File: src/rtl/bcd_pkg.sv
//------------------------------------------------------------------------------
// Module      : bcd_pkg
// Description : Shared BCD constants and the sequencer state encoding.
// Revision    : 1.0 - initial release
//------------------------------------------------------------------------------
`default_nettype none

package bcd_pkg;

    localparam int         BCD_W    = 4;
    localparam logic [3:0] BCD_NINE = 4'd9;
    localparam logic [3:0] BCD_SIX  = 4'b0110;

    typedef enum logic [1:0] {
        IDLE  = 2'd0,
        PASS1 = 2'd1,
        PASS2 = 2'd2,
        DONE  = 2'd3
    } state_t;

endpackage

`default_nettype wire

File: src/rtl/bcd_digit_unit.sv
//------------------------------------------------------------------------------
// Module      : bcd_digit_unit
// Description : Combinational single-digit BCD adder / nines-complement subtractor.
// Revision    : 1.0 - initial release
//------------------------------------------------------------------------------
`default_nettype none

module bcd_digit_unit
    import bcd_pkg::*;
(
    input  logic [BCD_W-1:0] x,
    input  logic [BCD_W-1:0] y,
    input  logic             cin,
    input  logic             sub,
    output logic [BCD_W-1:0] d,
    output logic             cout
);

    logic [BCD_W-1:0] w_y;
    logic [BCD_W:0]   w_sum;

    always_comb begin
        w_y   = sub ? (BCD_NINE - y) : y;
        w_sum = {1'b0, x} + {1'b0, w_y} + {{BCD_W{1'b0}}, cin};
        // Binary sums 10..19 wrap to the BCD digit by adding six.
        if (w_sum > {1'b0, BCD_NINE}) begin
            cout = 1'b1;
            d    = w_sum[BCD_W-1:0] + BCD_SIX;
        end else begin
            cout = 1'b0;
            d    = w_sum[BCD_W-1:0];
        end
    end

endmodule

`default_nettype wire

File: src/rtl/bcd3_addsub_seq.sv
//------------------------------------------------------------------------------
// Module      : bcd3_addsub_seq
// Description : Signed sign-magnitude BCD add/subtract, one digit per cycle.
// Revision    : 1.0 - initial release
//------------------------------------------------------------------------------
`default_nettype none

module bcd3_addsub_seq
    import bcd_pkg::*;
#(
    parameter int NDIG = 3
) (
    input  logic              clk,
    input  logic              rst,
    input  logic              in_valid,
    output logic              in_ready,
    input  logic              a_sign,
    input  logic [4*NDIG-1:0] a_mag,
    input  logic              b_sign,
    input  logic [4*NDIG-1:0] b_mag,
    input  logic              op,
    output logic              out_valid,
    input  logic              out_ready,
    output logic              r_sign,
    output logic [4*NDIG-1:0] r_mag,
    output logic              ovf,
    output logic              err
);

    localparam int          IW   = (NDIG > 1) ? $clog2(NDIG) : 1;
    localparam logic [IW-1:0] LAST = IW'(NDIG - 1);

    state_t              r_state;
    logic [4*NDIG-1:0]   r_a;
    logic [4*NDIG-1:0]   r_b;
    logic                r_a_sign;
    logic                r_eff_sub;
    logic [IW-1:0]       r_idx;
    logic                r_carry;
    logic                r_in_ready;
    logic                r_out_valid;
    logic                r_res_sign;
    logic [4*NDIG-1:0]   r_res_mag;
    logic                r_ovf;
    logic                r_err;

    logic                w_in_bad;
    logic [BCD_W-1:0]    w_x;
    logic [BCD_W-1:0]    w_y;
    logic                w_sub;
    logic [BCD_W-1:0]    w_d;
    logic                w_cout;
    logic [4*NDIG-1:0]   w_mag_next;

    always_comb begin
        w_in_bad = 1'b0;
        for (int k = 0; k < NDIG; k++) begin
            if (a_mag[4*k +: 4] > BCD_NINE || b_mag[4*k +: 4] > BCD_NINE) begin
                w_in_bad = 1'b1;
            end
        end
    end

    // The second pass swaps operand roles to form B - A.
    always_comb begin
        w_x        = '0;
        w_y        = '0;
        w_mag_next = r_res_mag;
        for (int k = 0; k < NDIG; k++) begin
            if (r_idx == IW'(k)) begin
                w_x                 = (r_state == PASS2) ? r_b[4*k +: 4] : r_a[4*k +: 4];
                w_y                 = (r_state == PASS2) ? r_a[4*k +: 4] : r_b[4*k +: 4];
                w_mag_next[4*k +: 4] = w_d;
            end
        end
        w_sub = (r_state == PASS2) ? 1'b1 : r_eff_sub;
    end

    bcd_digit_unit u_digit (
        .x    (w_x),
        .y    (w_y),
        .cin  (r_carry),
        .sub  (w_sub),
        .d    (w_d),
        .cout (w_cout)
    );

    always_ff @(posedge clk) begin
        if (rst) begin
            r_state     <= IDLE;
            r_a         <= '0;
            r_b         <= '0;
            r_a_sign    <= 1'b0;
            r_eff_sub   <= 1'b0;
            r_idx       <= '0;
            r_carry     <= 1'b0;
            r_in_ready  <= 1'b1;
            r_out_valid <= 1'b0;
            r_res_sign  <= 1'b0;
            r_res_mag   <= '0;
            r_ovf       <= 1'b0;
            r_err       <= 1'b0;
        end else begin
            case (r_state)
                IDLE: begin
                    if (in_valid) begin
                        r_a        <= a_mag;
                        r_b        <= b_mag;
                        r_a_sign   <= a_sign;
                        r_eff_sub  <= a_sign ^ b_sign ^ op;
                        r_carry    <= a_sign ^ b_sign ^ op;
                        r_idx      <= '0;
                        r_in_ready <= 1'b0;
                        r_res_sign <= 1'b0;
                        r_res_mag  <= '0;
                        r_ovf      <= 1'b0;
                        if (w_in_bad) begin
                            r_err       <= 1'b1;
                            r_out_valid <= 1'b1;
                            r_state     <= DONE;
                        end else begin
                            r_err   <= 1'b0;
                            r_state <= PASS1;
                        end
                    end
                end
                PASS1, PASS2: begin
                    r_res_mag <= w_mag_next;
                    r_carry   <= w_cout;
                    if (r_idx == LAST) begin
                        r_idx <= '0;
                        if (r_state == PASS1 && r_eff_sub && !w_cout) begin
                            // No end-around carry: |A| < |B|, redo as B - A.
                            r_carry <= 1'b1;
                            r_state <= PASS2;
                        end else begin
                            r_state     <= DONE;
                            r_out_valid <= 1'b1;
                            if (r_state == PASS2) begin
                                r_res_sign <= ~r_a_sign;
                                r_ovf      <= 1'b0;
                            end else if (!r_eff_sub && w_cout) begin
                                r_res_sign <= r_a_sign;
                                r_ovf      <= 1'b1;
                            end else begin
                                r_res_sign <= (w_mag_next == '0) ? 1'b0 : r_a_sign;
                                r_ovf      <= 1'b0;
                            end
                        end
                    end else begin
                        r_idx <= r_idx + 1'b1;
                    end
                end
                DONE: begin
                    if (out_ready) begin
                        r_out_valid <= 1'b0;
                        r_in_ready  <= 1'b1;
                        r_state     <= IDLE;
                    end
                end
                default: r_state <= IDLE;
            endcase
        end
    end

    assign in_ready  = r_in_ready;
    assign out_valid = r_out_valid;
    assign r_sign    = r_res_sign;
    assign r_mag     = r_res_mag;
    assign ovf       = r_ovf;
    assign err       = r_err;

endmodule

`default_nettype wire

File: config.mk
export PLATFORM = sky130hd
export DESIGN_NAME = bcd3_addsub_seq
export DESIGN_NICKNAME = d
export VERILOG_FILES = /design/src/rtl/bcd_pkg.sv /design/src/rtl/bcd_digit_unit.sv /design/src/rtl/bcd3_addsub_seq.sv
export SDC_FILE = /design/constraint.sdc
export NUM_CORES = 1
export LEC_CHECK = 0
export BUFFER_PORTS_ARGS = -buffer_cell sky130_fd_sc_hd__buf_2
export CAP_MARGIN = 25
export CORE_ASPECT_RATIO = 0.8
export CORE_MARGIN = 3
export CORE_UTILIZATION = 47
export CTS_BUF_LIST = sky130_fd_sc_hd__clkbuf_4 sky130_fd_sc_hd__clkbuf_8
export CTS_CLUSTER_SIZE = 28
export DETAILED_ROUTE_END_ITERATION = 10
export MAX_ROUTING_LAYER = met4
export PLACE_DENSITY_LB_ADDON = 0.3
export SYNTH_ARGS = -nofsm -noshare
export SYNTH_HDL_FRONTEND = slang
export SYNTH_SLANG_ARGS = --single-unit
File: constraint.sdc
create_clock -name clk -period 7.1 [get_ports clk]
set_clock_uncertainty 0.1 [all_clocks]
set_input_delay 1.065 -clock clk [delete_from_list [all_inputs] [get_ports clk]]
set_output_delay 1.065 -clock clk [all_outputs]
set_load 0.02 [all_outputs]
==> impl_metrics.ini <==
[clock_tree]
htreeDepth = 2
numCtsBuffers = 5
cts_setup_buffers = 0
clk_latency_ps = 300
clk_path_buf_depth = 2
ctsResizeCount = 0
cts_hold_buf = 0
clkTransAtPathRegs_ps = 90
root_buffer = clkbuf_8
cts_sinks = 48
cts_tree = built

[critical_path]
end_kind = register
path_max_fanout = 15
critPathLaunchType = register
crit_type = register to register
arrival_ps = 5150
required_ps = 7160

[global_routing]
grtUsageTotal_pct = 22.2
antenna_found_initial = 0
grt_max_degree = 50
grt_pass1_vias = 2507
gr-total-overflow = 0
grt_pass1_wl_mm = 12.7

[route]
routed_wl_mm = 7.64
vias_per_cell = 5.80
met3WireLength_um = 670
top_layer = met4
wl_per_cell_um = 16.0
wl_met2_mm = 3.04
dr.pass1.iters = 5
drtIter0Drc = 283
vias = 2779
ant_nets = 0
drt-met1-wl_mm = 3.81
drc = 0

[sta]
finalSetupViolCount = 0
fmax_mhz = 196
report.final.slew_viol_count = 0
finalCritPeriodShare_pct = 71.7
grt_setup_unrepaired = no
slew_headroom_pct = 35.9
hold_slack_ps = 376
min_period_ps = 5090
finalHoldViolations = 0
tightest_slew_ps = 961
fin_setup_tns_ps = 0

[placement]
gp_congestion = 0.903
portBuffers = 47
placed_area_um2 = 3140
dpl.hpwl_mm = 5.71

[logic_synthesis]
seq_area_frac_synth_pct = 33.0
syn_avg_cell_area_um2 = 7.91
ys_warn_count = 0
synth_edf_count = 0
yosysMostFrequentCell = nand2_1
synth.net_count = 412
synth_top_cell_by_area = dfxtp_1
syn_inst = 368
yosys_register_bits = 48
ys_async_sr_fraction_pct = 0
synth_cell_types = 56
synth_top_area_share_pct = 33.0
synth_flop_cell = dfxtp_1
syn_area_um2 = 2910
ys_top_cells_by_area = dfxtp_1, nand2_1, a21oi_1
synthTopCellsByCount = nand2_1, dfxtp_1, a21oi_1, nor2_1, o21ai_0

[floorplanning]
die-area_um2 = 7180
initial_utilization_pct = 51.0
rows = 24
die_w_um = 94.0
die_y_um = 76.4
core-area_um2 = 5710
pin_count = 48

[min_path]
hp-class = register to register

[layout]
fin_area_um2 = 3240
fin_nets = 444
utilization_pct = 56.8
syn_to_final_growth_pct = 11.4
fill_cells = 552
drive_gt1_share_pct = 18.0
antenna_cells = 0

[power_and_ir_drop]
total_power_mw = 1.61
peakVddDrop_uv = 318
cellPowerDensity_nw_per_um2 = 498
power_leakage_nw = 1.29

[flow_run]
cap_violations = 0

[status]
status = finished, final reports clean
[worst max-delay path: stages (launching register included)]
cell and delay, ps:
dfxtp_1 350, inv_1 140, ha_1 640, mux4_2 400
and2_1 190, o21ai_0 160, o221ai_1 170, fa_1 440
inv_1 80, fa_1 550, inv_1 160, ha_1 210
nand2_1 60, o31a_1 120, and3b_1 290, nor3_1 410
nor2_1 140, a32oi_1 230, o22ai_1 110
[power breakdown]
part           switching [mW]  internal (mW)
Combinational           0.646          0.407
Clock                  0.0924         0.0831
Sequential             0.0613          0.324
[per-stage QoR]
stage | setup slack, ps | std cells
floorplan | 2820 | 368
global placement | 2350 | 471
detailed placement | 2130 | 471
CTS | 2100 | 479
global route | 1680 | 479
finish | 2010 | 479
[layer usage]
layer  vias up  track usage (%)
li1       1358                -
met1      1278             35.5
met3        16             3.65
met2       127             28.8
met5         -                -
met4         0             4.91
[area by class of cell]
cell class,instances,area (µm²),area share [%]
flip-flops and latches,48,961,29.7
multi-input cells,285,1800,55.6
well taps,78,97.6,3.01
repair buffers,47,235,7.26
clock inverters,1,7.51,0.232
clock buffers,7,90.1,2.78
inverters,13,48.8,1.51
[layout by cell type (no fill, tap or decap), types with 5 or more instances in the layout]
master | netlist | final
a211oi_1 | 5 | 5
mux4_2 | 6 | 6
mux2i_1 | 12 | 12
a21oi_1 | 45 | 45
ha_1 | 11 | 11
dfxtp_1 | 48 | 48
o21ai_0 | 15 | 15
nand3_1 | 8 | 8
inv_1 | 12 | 12
nor3_1 | 9 | 9
nand2b_1 | 5 | 5
nor2_1 | 40 | 40
clkbuf_8 | 0 | 6
a22oi_1 | 8 | 8
buf_2 | 7 | 47
nand2_1 | 63 | 63
[worst paths after layout]
path	start	to	slack [ps]	cells past startpoint
max	r_state[0]	r_sign	2010	18
max reg2reg	r_state[0]	r_sign	2010	18
min reg2reg	r_b[9]	r_b[9]	380	2
min	r_b[9]	r_b[9]	380	2
[cells by family (layout without fill, tap and decap cells)]
| group | after synthesis | after routing | synth area share, % |
|---|---|---|---|
| adder cells (fa/ha/maj) | 13 | 13 | 6.10 |
| XOR/XNOR | 5 | 5 | 1.51 |
| AO/OA/AOI/OAI | 97 | 97 | 20.7 |
| AND/OR/NAND/NOR | 148 | 148 | 23.2 |
| multiplexers | 22 | 22 | 10.3 |
| flip-flops | 48 | 48 | 33.0 |
| buffers and inverters | 35 | 68 | 5.12 |
[registers in the layout (all words and copies together), names as in the netlist]
name,flops
in_ready,1
out_valid,1
r_a_sign,1
r_sign,1
r_idx,2
r_b,12
err,1
r_mag,12
r_a,12
r_state,2
r_carry,1
r_eff_sub,1
ovf,1
Power figures use the tool's default switching activity.
